`src/rtl/sync_up_pkg.sv`:
```
`default_nettype none
// ============================================================================
//  Module      : sync_up_pkg
//  Description : Shared definitions for the synchronous up-counter family.
//                Holds the default geometry (WIDTH/MODULUS) and the per-edge
//                operation decode used by the counter top level.
//  Revision    : 1.0  initial release
// ============================================================================
package sync_up_pkg;

  localparam int DEF_WIDTH   = 4;
  localparam int DEF_MODULUS = 16;

  // What the counter does on the next rising edge.
  typedef enum logic [1:0] {
    OP_HOLD = 2'd0,
    OP_INC  = 2'd1,
    OP_WRAP = 2'd2,
    OP_LOAD = 2'd3
  } op_e;

  // Priority is load > enable > hold; an enabled count at the top value
  // becomes a wrap rather than a plain increment.
  function automatic op_e decode_op(input logic load, input logic en,
                                    input logic at_max);
    op_e op;
    op = OP_HOLD;
    if (load)        op = OP_LOAD;
    else if (en)     op = at_max ? OP_WRAP : OP_INC;
    return op;
  endfunction

endpackage
`default_nettype wire

```
`src/rtl/sync_up_bit.sv`:
```
`default_nettype none
// ============================================================================
//  Module      : sync_up_bit
//  Description : One T-style counter stage. Toggles when i_tog is high,
//                takes i_d when i_ld is high (load has priority), and clears
//                asynchronously while rst is low.
//  Ports       : clk   - clock, rising edge
//                rst   - asynchronous clear, active low
//                i_tog - toggle enable (count enable AND all lower bits 1)
//                i_ld  - synchronous load strobe
//                i_d   - load value
//                o_q   - registered stage output
//  Revision    : 1.0  initial release
// ============================================================================
module sync_up_bit (
  input  logic clk,
  input  logic rst,
  input  logic i_tog,
  input  logic i_ld,
  input  logic i_d,
  output logic o_q
);

  logic r_q;

  always_ff @(posedge clk or negedge rst) begin
    if (!rst) begin
      r_q <= 1'b0;
    end else if (i_ld) begin
      r_q <= i_d;
    end else if (i_tog) begin
      r_q <= ~r_q;
    end
  end

  assign o_q = r_q;

endmodule
`default_nettype wire

```
`src/rtl/sync_up.sv`:
```
`default_nettype none
// ============================================================================
//  Module      : sync_up
//  Description : Synchronous modulo-MODULUS up-counter with parallel load
//                (saturating at MODULUS-1), cascadable terminal count and a
//                sticky wrap flag.
//  Ports       : clk  - clock, rising edge
//                rst  - asynchronous reset, active low
//                en   - count enable
//                load - synchronous parallel load strobe (beats en)
//                dIn  - parallel load value
//                qOut - current count, registered
//                tc   - terminal count (qOut == MODULUS-1 and en), combinational
//                ovf  - sticky wrap flag, cleared by load or reset
//  Revision    : 1.0  initial release
// ============================================================================
module sync_up
  import sync_up_pkg::*;
#(
  parameter int WIDTH   = DEF_WIDTH,
  parameter int MODULUS = DEF_MODULUS
) (
  input  logic             clk,
  input  logic             rst,
  input  logic             en,
  input  logic             load,
  input  logic [WIDTH-1:0] dIn,
  output logic [WIDTH-1:0] qOut,
  output logic             tc,
  output logic             ovf
);

  // Top legal count; also the saturation value for out-of-range loads.
  localparam logic [WIDTH-1:0] c_MAX = WIDTH'(MODULUS - 1);

  logic             w_at_max;
  op_e              w_op;
  logic             w_ld;
  logic [WIDTH-1:0] w_ld_val;
  logic             w_inc;
  logic [WIDTH-1:0] w_carry;
  logic             r_ovf;

  assign w_at_max = (qOut == c_MAX);
  assign w_op     = decode_op(load, en, w_at_max);

  // A wrap is realised as a synchronous load of zero, so the stages only
  // ever see a plain binary increment below c_MAX and the count can never
  // step past MODULUS-1.
  assign w_ld     = (w_op == OP_LOAD) || (w_op == OP_WRAP);
  assign w_ld_val = (w_op == OP_LOAD) ? ((dIn > c_MAX) ? c_MAX : dIn) : '0;
  assign w_inc    = (w_op == OP_INC);

  // Ripple of "all lower bits are one" feeding each stage's toggle.
  for (genvar i = 0; i < WIDTH; i++) begin : g_stage
    if (i == 0) begin : g_lsb
      assign w_carry[i] = w_inc;
    end else begin : g_upper
      assign w_carry[i] = w_carry[i-1] & qOut[i-1];
    end

    sync_up_bit u_bit (
      .clk   (clk),
      .rst   (rst),
      .i_tog (w_carry[i]),
      .i_ld  (w_ld),
      .i_d   (w_ld_val[i]),
      .o_q   (qOut[i])
    );
  end

  always_ff @(posedge clk or negedge rst) begin
    if (!rst) begin
      r_ovf <= 1'b0;
    end else begin
      case (w_op)
        OP_LOAD: r_ovf <= 1'b0;
        OP_WRAP: r_ovf <= 1'b1;
        default: r_ovf <= r_ovf;
      endcase
    end
  end

  assign ovf = r_ovf;

  // Cascade output: high in the cycle whose edge will wrap this stage.
  assign tc = w_at_max & en;

endmodule
`default_nettype wire

```
`config.mk`:
```
export PLATFORM = sky130hd
export DESIGN_NAME = sync_up
export DESIGN_NICKNAME = d
export VERILOG_FILES = /design/src/rtl/sync_up_pkg.sv /design/src/rtl/sync_up_bit.sv /design/src/rtl/sync_up.sv
export SDC_FILE = /design/constraint.sdc
export NUM_CORES = 1
export LEC_CHECK = 0
export BUFFER_PORTS_ARGS = -buffer_cell sky130_fd_sc_hd__buf_2
export CAP_MARGIN = 20
export CORE_AREA = 5 5 42 44
export DETAILED_ROUTE_END_ITERATION = 10
export DIE_AREA = 0 0 47 49
export PLACE_DENSITY_LB_ADDON = 0.12
export SLEW_MARGIN = 25
export SYNTH_ARGS = -nofsm -noshare
export SYNTH_HDL_FRONTEND = slang
export SYNTH_SLANG_ARGS = --single-unit
```
`constraint.sdc`:
```
create_clock -name clk -period 2.8 [get_ports clk]
set_input_delay 0.42 -clock clk [delete_from_list [all_inputs] [get_ports clk]]
set_output_delay 0.42 -clock clk [all_outputs]
set_load 0.05 [all_outputs]
```
# Word-level counts from Yosys, hierarchy flattened
# Cells that the tools add are included.
dict set report word_totals {
  latch_bits 0
  ff_bits 5
  rom_bits 0
  ram_bits 0
  input_bits 8
  elab_cells 38
  memories 0
  output_inout_bits 6
}
dict set report classes {
  n_addsub 0
  reduce_logical 6
  n_bitwise 8
  multipliers 0
  shifts 0
  muxes 14
  order_cmp 1
  eq_ne 4
  div 0
}
# op n
set op_table {}
lappend op_table {{nonzero test 2 bit} 5}
lappend op_table {{2-to-1 mux 1 bit} 8}
lappend op_table {{2-to-1 mux 4 bit} 2}
lappend op_table {{2-to-1 mux 2 bit} 3}
lappend op_table {{AND 1 bit} 4}
lappend op_table {{== test 2 bit, second input constant} 2}
lappend op_table {{== test 4 bit, second input constant} 1}
lappend op_table {{> comparator 4 bit, second input constant} 1}
lappend op_table {{NOT 1 bit} 4}
lappend op_table {{== test 2 x 1 -> 1 bit, second input constant} 1}
lappend op_table {{one-hot mux 1 bit (2 select lines)} 1}
lappend op_table {{logical OR 1 bit} 1}

# Logic depth before layout (Yosys ltp)
dict set report depth {
  depth_word 10
  ltp_mapped 3
  depth_no_buf 3
}

# Cells and area by module
# From an unflattened synthesis, not the netlist that was laid out.
dict set report hier_totals {
  hier_cells 34
  hier_area_um2 337.8
}
# mod cells_each seq_area_each_um2 n_inst area_each_um2
set modules_own_cells {}
lappend modules_own_cells {sync_up_bit 4 25.0 4 42.5}
lappend modules_own_cells {sync_up 18 25.0 1 167.7}

# Least setup slack after synthesis
# No wires, ideal clock.
dict set report synth_timing {
  path_kind {input -> output}
  start {input port en}
  end {output port tc}
  n_path_buf 0
  setup_slack_ps 1440
  cell_stages 2
  required_time_ps 2380
  arrival_time_ps 940
  path_cell_list {and3_4 and3_2}
}
dict set report synth_between {
  elab_chain_cells 1
}
# item line
set synth_rtl {}
lappend synth_rtl {{start: declaration} sync_up.sv:25} ;# input logic en,
lappend synth_rtl {{AND 1 bit} sync_up.sv:87} ;# assign tc = w_at_max & en;
lappend synth_rtl {{end: declaration} sync_up.sv:29} ;# output logic tc,
# Every way passes these cells.

# Final worst setup path
dict set report layout_timing {
  start {register g_stage[0].u_bit.r_q}
  end {output port tc}
}
dict set report layout_between {
  elab_chain_cells 2
}
# item line
set layout_rtl {}
lappend layout_rtl {{start: declaration} sync_up_bit.sv:24} ;# logic r_q;
lappend layout_rtl {{start signal: assignment} sync_up_bit.sv:30} ;# r_q <= i_d;
lappend layout_rtl {{start signal: assignment} sync_up_bit.sv:32} ;# r_q <= ~r_q;
lappend layout_rtl {{== test 4 bit} sync_up.sv:44} ;# assign w_at_max = (qOut == c_MAX);
lappend layout_rtl {{AND 1 bit} sync_up.sv:87}
# Every way passes these cells.

==> results.toml <==
[timing]
hold_violations = 0
max_freq_mhz = 582.4
worst_pin_slew_ps = 251.9
tns_ps = 0
setup_viol = 0
fin_crit_sh_pct = 61.33
period_needed_ps = 1717
finalMaxSlewViolations = 0
rsz0062_at_grt = "no"
slew_headroom_pct = 83.32
skew_ps = 0.5693
hold-worst-slack_ps = 387.7

[worst_setup_path]
cp-end-kind = "output port"
cp-start-kind = "flop"
cp.required_ps = 2380
crit_fanout = 5
worstRegToRegCells = 3
ff2ff_setup_slack_ps = 1850
critPathArrivalTime_ps = 1300
timing.rr.start = "g_stage[0].u_bit.o_q$_DFFE_PN0P_"
timing.rr.end = "g_stage[2].u_bit.o_q$_DFFE_PN0P_"
worstSetupPathType = "flop to output port"

[floorplan]
die_w_um = 47
die_h_um = 49
core_area_um2 = 1401
start_util_pct = 19.11
rows = 14
ios = 14
dieArea_um2 = 2303

[logic_synthesis]
yosys_warnings = 0
syn_area_per_cell_um2 = 9.563
synth_top_area_share_pct = 46.73
synth_common_cells = "dfrtp_1 (5), nand2_1 (5), buf_4 (4)"
ys_seq_elements = 5
netlist_instances = 28
synthDistinctLibCells = 13
synth_nets = 36
ys_seq_area_share_pct = 46.73
synthesis.area_um2 = 267.8
async_reset_ff_share_pct = 100.0
synth_edf_count = 0
synth_ff_type = "dfrtp_1"
netlist_top_cells_area = "dfrtp_1 (47%), buf_4 (11%), nand2_1 (7.0%), xnor2_1 (6.5%), xor2_1 (6.5%)"
synth_top_area_cell = "dfrtp_1"

[finish]
n_antenna_cell = 0
syn2layout_area_growth_pct = 32.71
drive_gt1_share_pct = 43.90
fin_nets = 50
fin_cells = 57

[power]
power_density_nw_per_um2 = 656.8
max-vdd-ir-drop_v = 0.0001928
sw_frac_of_total_pct = 34.33
cellLeakagePower_nw = 0.1759
p_int_mw = 0.1533
pwr-share-comb_pct = 26.4
power_mw = 0.2334
power_frac_clock_pct = 35.0
seqPwrFrac_pct = 38.5
power_switching_mw = 0.08011

[place]
port_buffers = 13
dp_cells = 52
gp_congestion = 0.6699

[worst_hold_path]
min_path_type = "primary input to flop"
whs_path_depth = 3
min_to = "g_stage[0].u_bit.o_q$_DFFE_PN0P_"
hp-start = "dIn[0]"

[cts]
cts_sinks = 5
root_buffer = "clkbuf_4"
cts_tree = "done"
clkTransAtPathRegs_ps = 40
clock_latency_ps = 240
clockBufferDepth = 2
cts_buffers = 3
cts_resized = 0
h-tree-depth = 1

[global_routing]
grt_max_degree = 10
antenna_found_initial = 0
grt_overflow_total = 0
track_usage_pct = 5.857
grt_pass1_wl_um = 903
grt_pass1_vias = 215

[job]
maxCapViolCount = 0

[routing]
drt_wl_total_um = 610
firstDrtPassIters = 2
post_drt_via_cell_ratio = 4.035
drt-initial-drc-count = 2
ant_nets = 0
wl_per_cell_um = 10.70
vias = 230
route.detailed.drc = 0

[outcome]
status = "finished, final reports clean"
-- cells in the final DEF (no fill, tap or decap) --
cell type,count
nand4_1,1
o21ai_1,1
o21ai_0,3
clkbuf_1,1
dfrtp_1,5
dlygate4sd3_1,1
clkbuf_4,3
a31oi_1,1
buf_2,13
xnor2_1,2
xor2_1,2
nand2_1,5
and3_4,1
nor2_1,1
and3_2,1
-- worst max path at each step --
| stage | startpoint | to | cells past startpoint |
|---|---|---|---|
| final | g_stage[0].u_bit.o_q$_DFFE_PN0P_ | tc | 3 |
| after global routing | g_stage[0].u_bit.o_q$_DFFE_PN0P_ | tc | 3 |
| after CTS | g_stage[0].u_bit.o_q$_DFFE_PN0P_ | tc | 3 |
| after detailed placement | en | tc | 4 |
| after global placement | en | tc | 4 |
| after floorplan | en | tc | 2 |
-- power groups by stage --
stage	Sequential [mW]	Clock [mW]	Combinational [mW]
final	0.0899	0.0818	0.0617
after global routing	0.0921	0.0913	0.0657
after CTS	0.0901	0.0877	0.0629
after detailed placement	0.0911	0	0.0617
after global placement	0.0906	0	0.0617
after floorplan	0.0898	0	0.0546
-- final cells by class --
type	instances	area, um2
fill	171	1046
sequential	5	125.1
multi-input combinational	18	108.9
timing repair buffer	14	75.07
clock buffer	4	26.28
tap	16	20.02
-- kinds of logic (layout without fill, tap and decap cells) --
| kind of cell | count (synthesis) | in the layout | synth area share [%] |
|---|---|---|---|
| AND/OR/NAND/NOR | 9 | 9 | 17.76 |
| AO/OA/AOI/OAI | 5 | 5 | 9.811 |
| flip-flops | 5 | 5 | 46.73 |
| buffers and inverters | 5 | 18 | 12.62 |
| XOR/XNOR | 4 | 4 | 13.09 |
-- sequential cells by signal, indices dropped and copies added, names as in the netlist --
signal / count
g_stage.u_bit.o_q: 4
ovf: 1
-- what timing repair did --
action | CTS | global route
setup buffers | 0 | 0
hold buffers | 1 | 0
endpoints found under the hold margin | 5 | 0
-- critical path, stage by stage (launching register included) --
cell	delay, ps
dfrtp_1	420
and3_4	230
and3_2	160
buf_2	250
-- per-stage QoR --
stage                     util (%)  instance area [um2]  worst slack (ps)
after floorplan                  -                267.8              1440
after global placement       22.77                319.1              1219
after detailed placement     22.77                319.1              1214
after CTS                    25.36                355.3              1057
after global routing         25.36                355.3             997.1
final                        25.36                355.3              1083
-- routing by layer --
metal  GRT usage (%)  part of all wire [%]
met5               0                     0
met4           4.147                     0
met3           3.321                    12
met2           7.466                    41
met1           7.080                    47
Power figures use the tool's default switching activity.
